`src/rtl/uart_tx_peripheral.sv`:
```
// uart_tx_peripheral: memory-mapped 8N1 UART transmitter with TX FIFO and frame-done interrupt
module uart_tx_peripheral #(
    parameter int unsigned BAUD_DIV   = 10416,
    parameter int unsigned FIFO_DEPTH = 4,
    parameter logic [31:0] ADDR_TXD   = 32'h4000_0018,
    parameter logic [31:0] ADDR_CON   = 32'h4000_0020
) (
    input  logic        clk,
    input  logic        rst,
    input  logic        peri_cre_i,
    input  logic        peri_cwe_i,
    input  logic [31:0] peri_addr_i,
    input  logic [31:0] peri_wdata_i,
    output logic [31:0] peri_rdata_o,
    output logic        uart_txd_o,
    output logic        intreq_o
);
    localparam int AW = $clog2(FIFO_DEPTH);
    localparam int BW = $clog2(BAUD_DIV);
    localparam logic [BW-1:0] BAUD_MAX = BW'(BAUD_DIV - 1);
    localparam logic [AW:0] DEPTH = (AW + 1)'(FIFO_DEPTH);

    typedef enum logic [1:0] {IDLE, START, DATA, STOP} state_t;

    state_t        state, state_nx;
    logic [7:0]    mem [FIFO_DEPTH];
    logic [AW-1:0] wptr, rptr;
    logic [AW:0]   count;
    logic [BW-1:0] bcnt, bcnt_nx;
    logic [2:0]    bidx, bidx_nx;
    logic [7:0]    shreg, shreg_nx, last_byte;
    logic          txd_nx, int_en, done, ovf, set_done;
    logic          wr_txd, wr_con, full, empty, push, pop, busy;
    logic          unused_wdata;

    assign wr_txd       = peri_cwe_i && peri_addr_i == ADDR_TXD;
    assign wr_con       = peri_cwe_i && peri_addr_i == ADDR_CON;
    assign full         = count == DEPTH;
    assign empty        = count == '0;
    assign push         = wr_txd && (!full || pop);
    assign busy         = state != IDLE;
    assign intreq_o     = int_en & done;
    assign unused_wdata = ^peri_wdata_i[31:8];
    assign peri_rdata_o = !peri_cre_i ? 32'h0 :
                          peri_addr_i == ADDR_TXD ? {24'h0, last_byte} :
                          peri_addr_i == ADDR_CON ? {27'h0, empty, ovf, busy, done, int_en} : 32'h0;

    // FIFO pointers and occupancy; a push while full is only taken when a pop frees a slot
    always_ff @(posedge clk or negedge rst) begin
        if (!rst) begin
            wptr  <= '0;
            rptr  <= '0;
            count <= '0;
        end else begin
            wptr  <= push ? wptr + 1'b1 : wptr;
            rptr  <= pop ? rptr + 1'b1 : rptr;
            count <= count + (AW + 1)'(push) - (AW + 1)'(pop);
        end
    end

    // FIFO storage needs no reset: occupancy alone decides what is valid
    always_ff @(posedge clk) begin
        if (push) mem[wptr] <= peri_wdata_i[7:0];
    end

    // Control/status flags; a set in the same cycle as a clear wins
    always_ff @(posedge clk or negedge rst) begin
        if (!rst) begin
            int_en    <= 1'b0;
            done      <= 1'b0;
            ovf       <= 1'b0;
            last_byte <= 8'h0;
        end else begin
            int_en    <= wr_con ? peri_wdata_i[0] : int_en;
            done      <= set_done | (done & ~(wr_con & peri_wdata_i[1]));
            ovf       <= (wr_txd & full & ~pop) | (ovf & ~(wr_con & peri_wdata_i[3]));
            last_byte <= wr_txd ? peri_wdata_i[7:0] : last_byte;
        end
    end

    // Serialiser state; the line is registered from the next-state value so it changes with the state
    always_ff @(posedge clk or negedge rst) begin
        if (!rst) begin
            state      <= IDLE;
            bcnt       <= '0;
            bidx       <= '0;
            shreg      <= '0;
            uart_txd_o <= 1'b1;
        end else begin
            state      <= state_nx;
            bcnt       <= bcnt_nx;
            bidx       <= bidx_nx;
            shreg      <= shreg_nx;
            uart_txd_o <= txd_nx;
        end
    end

    // Next-state logic: one bit period per state (eight in DATA), pop only from IDLE
    always_comb begin
        state_nx = state;
        bcnt_nx  = busy ? bcnt - 1'b1 : bcnt;
        bidx_nx  = bidx;
        shreg_nx = shreg;
        pop      = 1'b0;
        set_done = 1'b0;
        case (state)
            IDLE: if (!empty) begin
                pop      = 1'b1;
                shreg_nx = mem[rptr];
                bcnt_nx  = BAUD_MAX;
                state_nx = START;
            end
            START: if (bcnt == '0) begin
                bcnt_nx  = BAUD_MAX;
                bidx_nx  = 3'd0;
                state_nx = DATA;
            end
            DATA: if (bcnt == '0) begin
                bcnt_nx  = BAUD_MAX;
                shreg_nx = shreg >> 1;
                bidx_nx  = bidx + 3'd1;
                state_nx = bidx == 3'd7 ? STOP : DATA;
            end
            STOP: if (bcnt == '0) begin
                set_done = 1'b1;
                state_nx = IDLE;
            end
            default: state_nx = IDLE;
        endcase
        txd_nx = state_nx == START ? 1'b0 : state_nx == DATA ? shreg_nx[0] : 1'b1;
    end
endmodule

```
`config.mk`:
```
export PLATFORM = sky130hd
export DESIGN_NAME = uart_tx_peripheral
export DESIGN_NICKNAME = d
export VERILOG_FILES = /design/src/rtl/uart_tx_peripheral.sv
export SDC_FILE = /design/constraint.sdc
export NUM_CORES = 1
export LEC_CHECK = 0
export CORE_MARGIN = 3
export CORE_UTILIZATION = 44
export CTS_CLUSTER_DIAMETER = 120
export CTS_CLUSTER_SIZE = 10
export DETAILED_ROUTE_END_ITERATION = 6
export HOLD_SLACK_MARGIN = 0.15
export PLACE_DENSITY = 0.87
export RECOVER_POWER = 50
export SETUP_SLACK_MARGIN = 0.4
export SYNTH_ARGS = -nofsm -noshare
export SYNTH_HDL_FRONTEND = slang
export SYNTH_SLANG_ARGS = --single-unit
```
`constraint.sdc`:
```
create_clock -name clk -period 2.7 [get_ports clk]
set_input_delay 0.27 -clock clk [delete_from_list [all_inputs] [get_ports clk]]
set_output_delay 0.27 -clock clk [all_outputs]
set_load 0.005 [all_outputs]
```
Word level (Yosys, flattened, before mapping)
Memory sizes are Yosys's and may differ from the RTL's.
Index checks and enable logic that the tools add are counted.

word-level totals
  memory bits (writable) = 32
  output and inout bits = 34
  register bits after elaboration = 46
  logic and storage cells = 85
  memories kept = 1
  latch bits = 0
  ROM bits = 0

memories
  memory  depth  width  rd ports  clocked after memory_dff  write ports  line  text
  mem     4      8      1         0                         1            26    logic [7:0] mem [FIFO_DEPTH];

operators by class
  mux-type cells = 27
  $lt $le $gt $ge = 0
  $add $sub $neg = 6
  divide/modulo/power cells = 0
  shift operators = 0
  equal/unequal tests = 12
  reductions and logical operators = 14
  bitwise operators = 12
  $mul = 0

operators with widths
  cell                   count
  $eq 32x31->1 const B   2
  $mux 14                3
  $mux 8                 4
  $pmux 14 s2            1
  $pmux 8 s2             1
  $logic_not 14->1       1
  $sub 14x1->14 const B  1
  $mux 1                 9
  $mux 2                 4
  $pmux 2 s4             1
  $and 1x1->1            7
  $eq 2x2->1 const B     3
  $eq 3x3->1 const B     2
  $mux 3                 2
  $ne 2x2->1 const B     3
  $pmux 3 s2             1
  $reduce_and 3->1       2
  $reduce_bool 2->1      3
  $mux 5                 1
  $add 2x1->2 const B    2
  $eq 2x1->1 const B     2
  $add 3x1->3            1
  $add 3x1->3 const B    1
  $logic_and 1x1->1      3
  other kinds (8)        11

Longest topological paths before layout
Gate-level depths: netlist (run 1).

  word-level depth = 7
  mapped depth = 13
  mapped depth without buffers = 13

Worst setup path after synthesis (run 1)
No wires, ideal clock.

  path kind = flip-flop to flip-flop
  start = reg state[0]
  end = reg count[2]
  required time = 2,577 ps
  arrival time = 2,465 ps
  stages on the path, launching flop included = 14
  period minus slack after synthesis = 2,587 ps
  setup time = 123 ps
  slack = 113 ps
  path through = dfrtp_1 inv_1 ha_1 clkbuf_1 nor4b_1 nor2_1 inv_1 ha_1 inv_1 ha_1 inv_1 fa_1 xnor2_1 xnor2_1

on the way
  cells in the longest elaborated chain, start to end = 6

ends and longest elaborated chain
  item                    line  text
  from (decl)             25    state_t state, state_nx;
  from (signal assigned)  90    state <= state_nx;
  $logic_not 2->1 (*)     106   case (state)
  $mux 1 (*)              106
  $logic_or 1x1->1        40    assign push = wr_txd && (!full || pop);
  $logic_and 1x1->1       40
  $add 3x1->3             57    count <= count + (AW + 1)'(push) - (AW + 1)'(pop);
  $sub 3x1->3 (*)         57
  to (signal assigned)    57
  to (decl)               28    logic [AW:0] count;

Every way passes the cells marked *; elsewhere a longest branch is shown, timed or not.
A chain may end at the register's enable or synchronous reset.

Final worst setup path (run 1)
  start = reg state[1]
  end = reg count[2]

Same word-level chain as after synthesis.

==> results.toml, run 1 <==
[yosys]
synth_edf_count = 32
synthArstFlopShare_pct = 59.0
synth.largest_area_cell = "dfrtp_1"
synthFlopType = "dfrtp_1"
yosys.cell_count.top_type = "dfrtp_1"
syn_area_sq_um = 3940
seq_area_frac_synth_pct = 53.7
syn-instance-count = 324
ys_ff_latch = 78
synthDistinctLibCells = 47
synth_warnings = 0
netlist_top_cells_area = "dfrtp_1, edfxtp_1, ha_1, buf_4, mux4_2"
synth_top_area_share_pct = 28.6
syn_area_per_cell_sq_um = 12.1
synth_top_cells_by_count = "dfrtp_1, edfxtp_1, buf_4"

[timing]
slew_viol_final = 0
hold_viol = 0
fin_crit_sh_pct = 89.5
relSlewSlack_pct = 22.6
setup_viol = 0
fin_worst_skew_ps = 13.3
period_needed_ps = 2420
finalWorstSetupSlack_ps = 283
rsz0062_at_grt = "true"
final.setup.tns_ps = 0
max_clock_freq_ghz = 0.414
worst_pin_slew_ps = 1160

[drt]
vias_per_cell = 5.34
drt-wirelength-per-cell_microns = 16.2
vias = 2846
wl_microns = 8630
drc = 0
antenna_left = 0
drtIter0Drc = 164
first_pass_iters = 4

[clock_tree]
ctsHtreeMaxLevel = 3
clk-insertion-delay-late_ps = 360
cts.sinks = 78
clock_path_buffers = 2
root_buffer = "clkbuf_8"
cts_tree = "built"
numCtsBuffers = 9
clk_pin_slew_worst_paths_ps = 100

[pwr]
sequentialPowerShare_pct = 56.0
total_power_mw = 2.22
p_per_area_nw_per_um2 = 437
p_leak_nw = 2.22
internal-power_mw = 1.66
p_sw_mw = 0.563
pwr-share-comb_pct = 4.9
vdd.ir_drop.worst_mv = 0.242
p_clk_share_pct = 39.1
swShare_pct = 25.3

[global_routing]
grt_first_pass_wirelength_microns = 13900
grt_max_degree = 47
antenna_found_initial = 0
grt_pass1_vias = 2950
gr-total-overflow = 0
grt_use_total_pct = 17.9

[critical_path]
cp.required_ps = 2980
path_class = "reg -> reg"
cp-start-kind = "flip-flop"
crit_fanout = 4
arrival_ps = 2700
end_kind = "flip-flop"

[cells_and_area]
drive_gt1_share_pct = 30.0
nNetsFinal = 507
syn2layout_area_growth_pct = 29.1
final_cells = 533
fin_util_pct = 60.0

[floorplanning]
die_h_microns = 101
die_area_sq_um = 10100
die_w_microns = 101
initial_core_util_pct = 46.5
rows = 33
ios = 102
core_area_sq_um = 8460

[placement]
dp.cells = 483
place_congestion = 0.792
io_buffer_count = 53
post-place-ws_ps = -146
hpwl_microns = 5820

[run_status]
status = "complete, no violations"

[job]
cap_viol_max_count = 0

[min_path]
hold_class = "reg -> reg"
==> worst max-delay path, stage by stage, from the launching register on <==
cell and delay [ps]:
dfrtp_1 390, inv_2 50, ha_1 270, nor4b_4 370
nor2_4 50, inv_1 60, ha_1 220, inv_1 60
ha_2 160, inv_2 40, fa_2 350, xnor2_2 190
xnor2_1 140
==> cells in the final DEF (no fill, tap or decap), types with 8 or more instances in the layout <==
cell type         n
nand2_1          18
o21ai_0          16
a21oi_1          11
mux2_2            9
buf_4            37
xnor2_1           9
conb_1           24
inv_1            11
clkdlybuf4s50_1   8
ha_1             13
dlygate4sd3_1     9
clkbuf_8          9
and2_1            9
edfxtp_1         32
mux4_2            8
dfrtp_1          43
buf_2             9
a22o_1            9
dlygate4sd2_1    13
nor2_1           19
==> metrics by stage <==
stage | hold WS (ps) | area, sq um
2_1_floorplan | -25.6 | 4080
3_3_place_gp | 463 | 4590
3_5_place_dp | 492 | 4590
4_1_cts | 511 | 4910
5_1_grt | 540 | 5080
6_report | 507 | 5080
==> flip-flops by register name, summed over array words and instances (netlist names) <==
signal,count
bcnt,14
bidx,3
count,3
done,1
int_en,1
last_byte,8
mem,32
ovf,1
rptr,2
shreg,8
state,2
uart_txd_o,1
wptr,2
==> cell type report <==
type                            instances  area, sq um
Timing Repair Buffer                   96          779
Antenna cell                            1         2.50
Clock buffer                            9          124
Clock inverter                          7         71.3
Inverter                               16         60.1
Multi-Input combinational cell        221         1800
Tap cell                              105          131
Fill cell                             644         3380
Sequential cell                        78         2120
==> metal layers <==
metal  up-vias  routed length [microns]  track usage (%)
met2       102                     4560             30.2
li1       1336                        -                -
met4         0                      198             7.46
met3        18                      514             5.47
met1      1390                     3360             21.1
met5         -                        0                0
==> power groups by stage <==
| stage | sequential (mW) | combinational (mW) | clock (mW) |
|---|---|---|---|
| floorplan | 1.27 | 0.0539 | 0 |
| global placement | 1.27 | 0.115 | 0 |
| detailed placement | 1.27 | 0.119 | 0 |
| CTS | 1.24 | 0.109 | 0.884 |
| global route | 1.25 | 0.121 | 0.940 |
| finish | 1.24 | 0.109 | 0.869 |
==> cell families (layout without fill, tap and decap cells) <==
logic type | Yosys count | after routing | share of synthesized area [%]
muxes | 18 | 18 | 7.41
buffers and inverters | 48 | 128 | 6.96
xor gates and xnor gates | 12 | 12 | 2.67
other | 1 | 25 | 0.0953
DFF | 78 | 78 | 53.7
and+or+nand+nor | 96 | 96 | 13.9
adders and majority gates | 17 | 17 | 5.59
AOI/OAI and AO/OA | 54 | 54 | 9.73
==> worst paths after layout <==
path                                          from            endpoint  slack, ps  depth (start not counted)
worst max-delay path            state[1]$_DFF_PN0_  count[2]$_DFF_PN0_        280                         12
worst min-delay path                 ovf$_DFF_PN0_       ovf$_DFF_PN0_        510                          2
worst max register to register  state[1]$_DFF_PN0_  count[2]$_DFF_PN0_        280                         12
worst min register to register       ovf$_DFF_PN0_       ovf$_DFF_PN0_        510                          2
max in group asynchronous                      rst  count[1]$_DFF_PN0_       1240                          2
min in group asynchronous                      rst   bcnt[4]$_DFF_PN0_        680                          2
==> timing repair <==
item	in CTS	in global routing
resized for setup	87	28
hold buffers	1	0
pin swaps	21	27
setup endpoints to repair	18	29
hold endpoints to repair	45	0
setup buffers	13	19
Power figures use the tool's default switching activity.
==> run 2, diff against run 1 <==
Clock period 2.7 ns to 2.05 ns, I/O delays scaled along.
==> results.toml, run 2 (synthesized netlist as in run 1, its figures left out) <==
[timing]
period_needed_ps = 2260
hold_viol = 0
finalWorstSetupSlack_ps = -205
whs_ps = 465
relSlewSlack_pct = 7.69
max_clock_freq_ghz = 0.443
worst_pin_slew_ps = 1380
rsz0062_at_grt = "true"
fin_worst_skew_ps = 18.9
fin_crit_sh_pct = 110
slew_viol_final = 0
setup_viol = 54
final.setup.tns_ps = -5670

[cells_and_area]
fill_cells = 515
top_regs = "mem (32), bcnt (14)"
largest_register = "mem"
final_cell_area_sq_um = 5660
antennaDiodeCount = 0
layout_common_cells = "buf_4, dfrtp_1, buf_6, edfxtp_1, conb_1"
drive_gt1_share_pct = 46.6
mostFrequentLayoutCell = "buf_4"
nNetsFinal = 539
fin_util_pct = 66.9
largest_register_ffs = 32
syn2layout_area_growth_pct = 43.8

[placement]
hpwl_microns = 6300
post-place-ws_ps = -747
placed_area_sq_um = 4920
io_buffer_count = 53
place_congestion = 0.793

[critical_path]
cp-start-kind = "flip-flop"
crit_fanout = 2
end_kind = "flip-flop"
worstPathCellList = "inv_2, ha_4, nor4b_4, nor2_4, inv_2, ha_4, inv_4, ha_4, inv_2, fa_2, xnor2_2, xnor2_1"
cpLargestDelayFamily = "adder cells"
arrival_ps = 2530
cp.required_ps = 2320
max_stage_delay_ps = 370
critPathSlowestCell = "dfrtp_1"
path_buf_inv = 4
path_class = "reg -> reg"

[global_routing]
grt_pass1_vias = 3334
grt_first_pass_wirelength_microns = 16200
grt_max_degree = 26
antenna_found_initial = 0
gr-total-overflow = 0
grt_use_total_pct = 20.8

[run_status]
violations = "setup timing"
status = "finished with violations"

[drt]
wl_microns = 11200
dr_wl_met2_microns = 5880
first_pass_iters = 5
antenna_left = 0
drt-wirelength-per-cell_microns = 19.9
drtIter0Drc = 178
vias_per_cell = 5.62
drc = 0
vias = 3170
routed.top_layer = "met4"
met3_length_microns = 673
met1Wirelength_microns = 4210

[clock_tree]
ctsHtreeMaxLevel = 3
clk_pin_slew_worst_paths_ps = 80
cts_tree = "built"
clock_path_buffers = 2
clk-insertion-delay-late_ps = 360
cts.sinks = 78
root_buffer = "clkbuf_8"
numCtsBuffers = 9

[floorplanning]
die_area_sq_um = 10100
die_h_microns = 101
ios = 102
initial_core_util_pct = 46.5
rows = 33
die_w_microns = 101
core_area_sq_um = 8460

[job]
cap_viol_max_count = 0

[pwr]
p_leak_nw = 2.46
vdd.ir_drop.worst_mv = 0.496
p_per_area_nw_per_um2 = 540

[min_path]
hold_class = "in -> reg"
-- run 2: layout make-up --
type                       instances  area (sq um)  share of cell area, %
timing repair buffer             128          1150                   20.2
clock buffer                      10           138                   2.43
multi-input combinational        221          1990                   35.2
sequential                        78          2110                   37.3
inverter                          16          63.8                   1.13
clock inverter                     6          75.1                   1.33
tap                              105           131                   2.32
-- run 2: where the power goes --
part           internal, mW  switching [mW]  total, mW  leakage (nW)
clock network         0.617           0.632       1.25         0.106
registers              1.63         0.00734       1.64         0.917
logic                0.0795          0.0874      0.167          1.44
-- run 2: routing by layer --
layer / track usage [%] / vias up
li1: - / 1390
met4: 10.8 / 0
met2: 37.0 / 168
met5: 0 / -
met1: 23.0 / 1565
met3: 4.64 / 47
-- run 2: worst reg2reg max path, cell delays in order (launching register included) --
cell	delay (ps)
dfrtp_1	370
inv_2	70
ha_4	180
nor4b_4	340
nor2_4	60
inv_2	70
ha_4	200
inv_4	60
ha_4	130
inv_2	40
fa_2	350
xnor2_2	150
xnor2_1	170
-- run 2: path summary, 6_finish.rpt --
kind | cells after the start | slack (ps) | endpoint | startpoint
min reg2reg | 1 | 520 | last_byte[0]$_DFFE_PN0P_ | last_byte[0]$_DFFE_PN0P_
max reg2reg | 12 | -210 | count[2]$_DFF_PN0_ | state[0]$_DFF_PN0_
min in group asynchronous | 2 | 680 | wptr[1]$_DFFE_PN0P_ | rst
max in group asynchronous | 2 | 530 | bcnt[1]$_DFF_PN0_ | rst
min | 4 | 470 | int_en$_DFFE_PN0N_ | peri_addr_i[3]
max | 12 | -210 | count[2]$_DFF_PN0_ | state[0]$_DFF_PN0_
-- run 2: timing repair --
action | CTS | global route
pin swaps | 36 | 22
gates cloned | 1 | 0
endpoints found under the setup margin | 79 | 74
hold endpoints to repair | 20 | 0
hold buffers | 1 | 0
gates resized for setup | 184 | 45
setup buffers | 20 | 7
-- run 2: per-stage QoR --
| stage | total power, mW | std cells |
|---|---|---|
| 4_1_cts | 3.03 | 557 |
| 2_1_floorplan | 1.74 | 347 |
| 6_report | 3.06 | 564 |
| 3_5_place_dp | 1.84 | 519 |
| 5_1_grt | 3.14 | 564 |
| 3_3_place_gp | 1.83 | 519 |
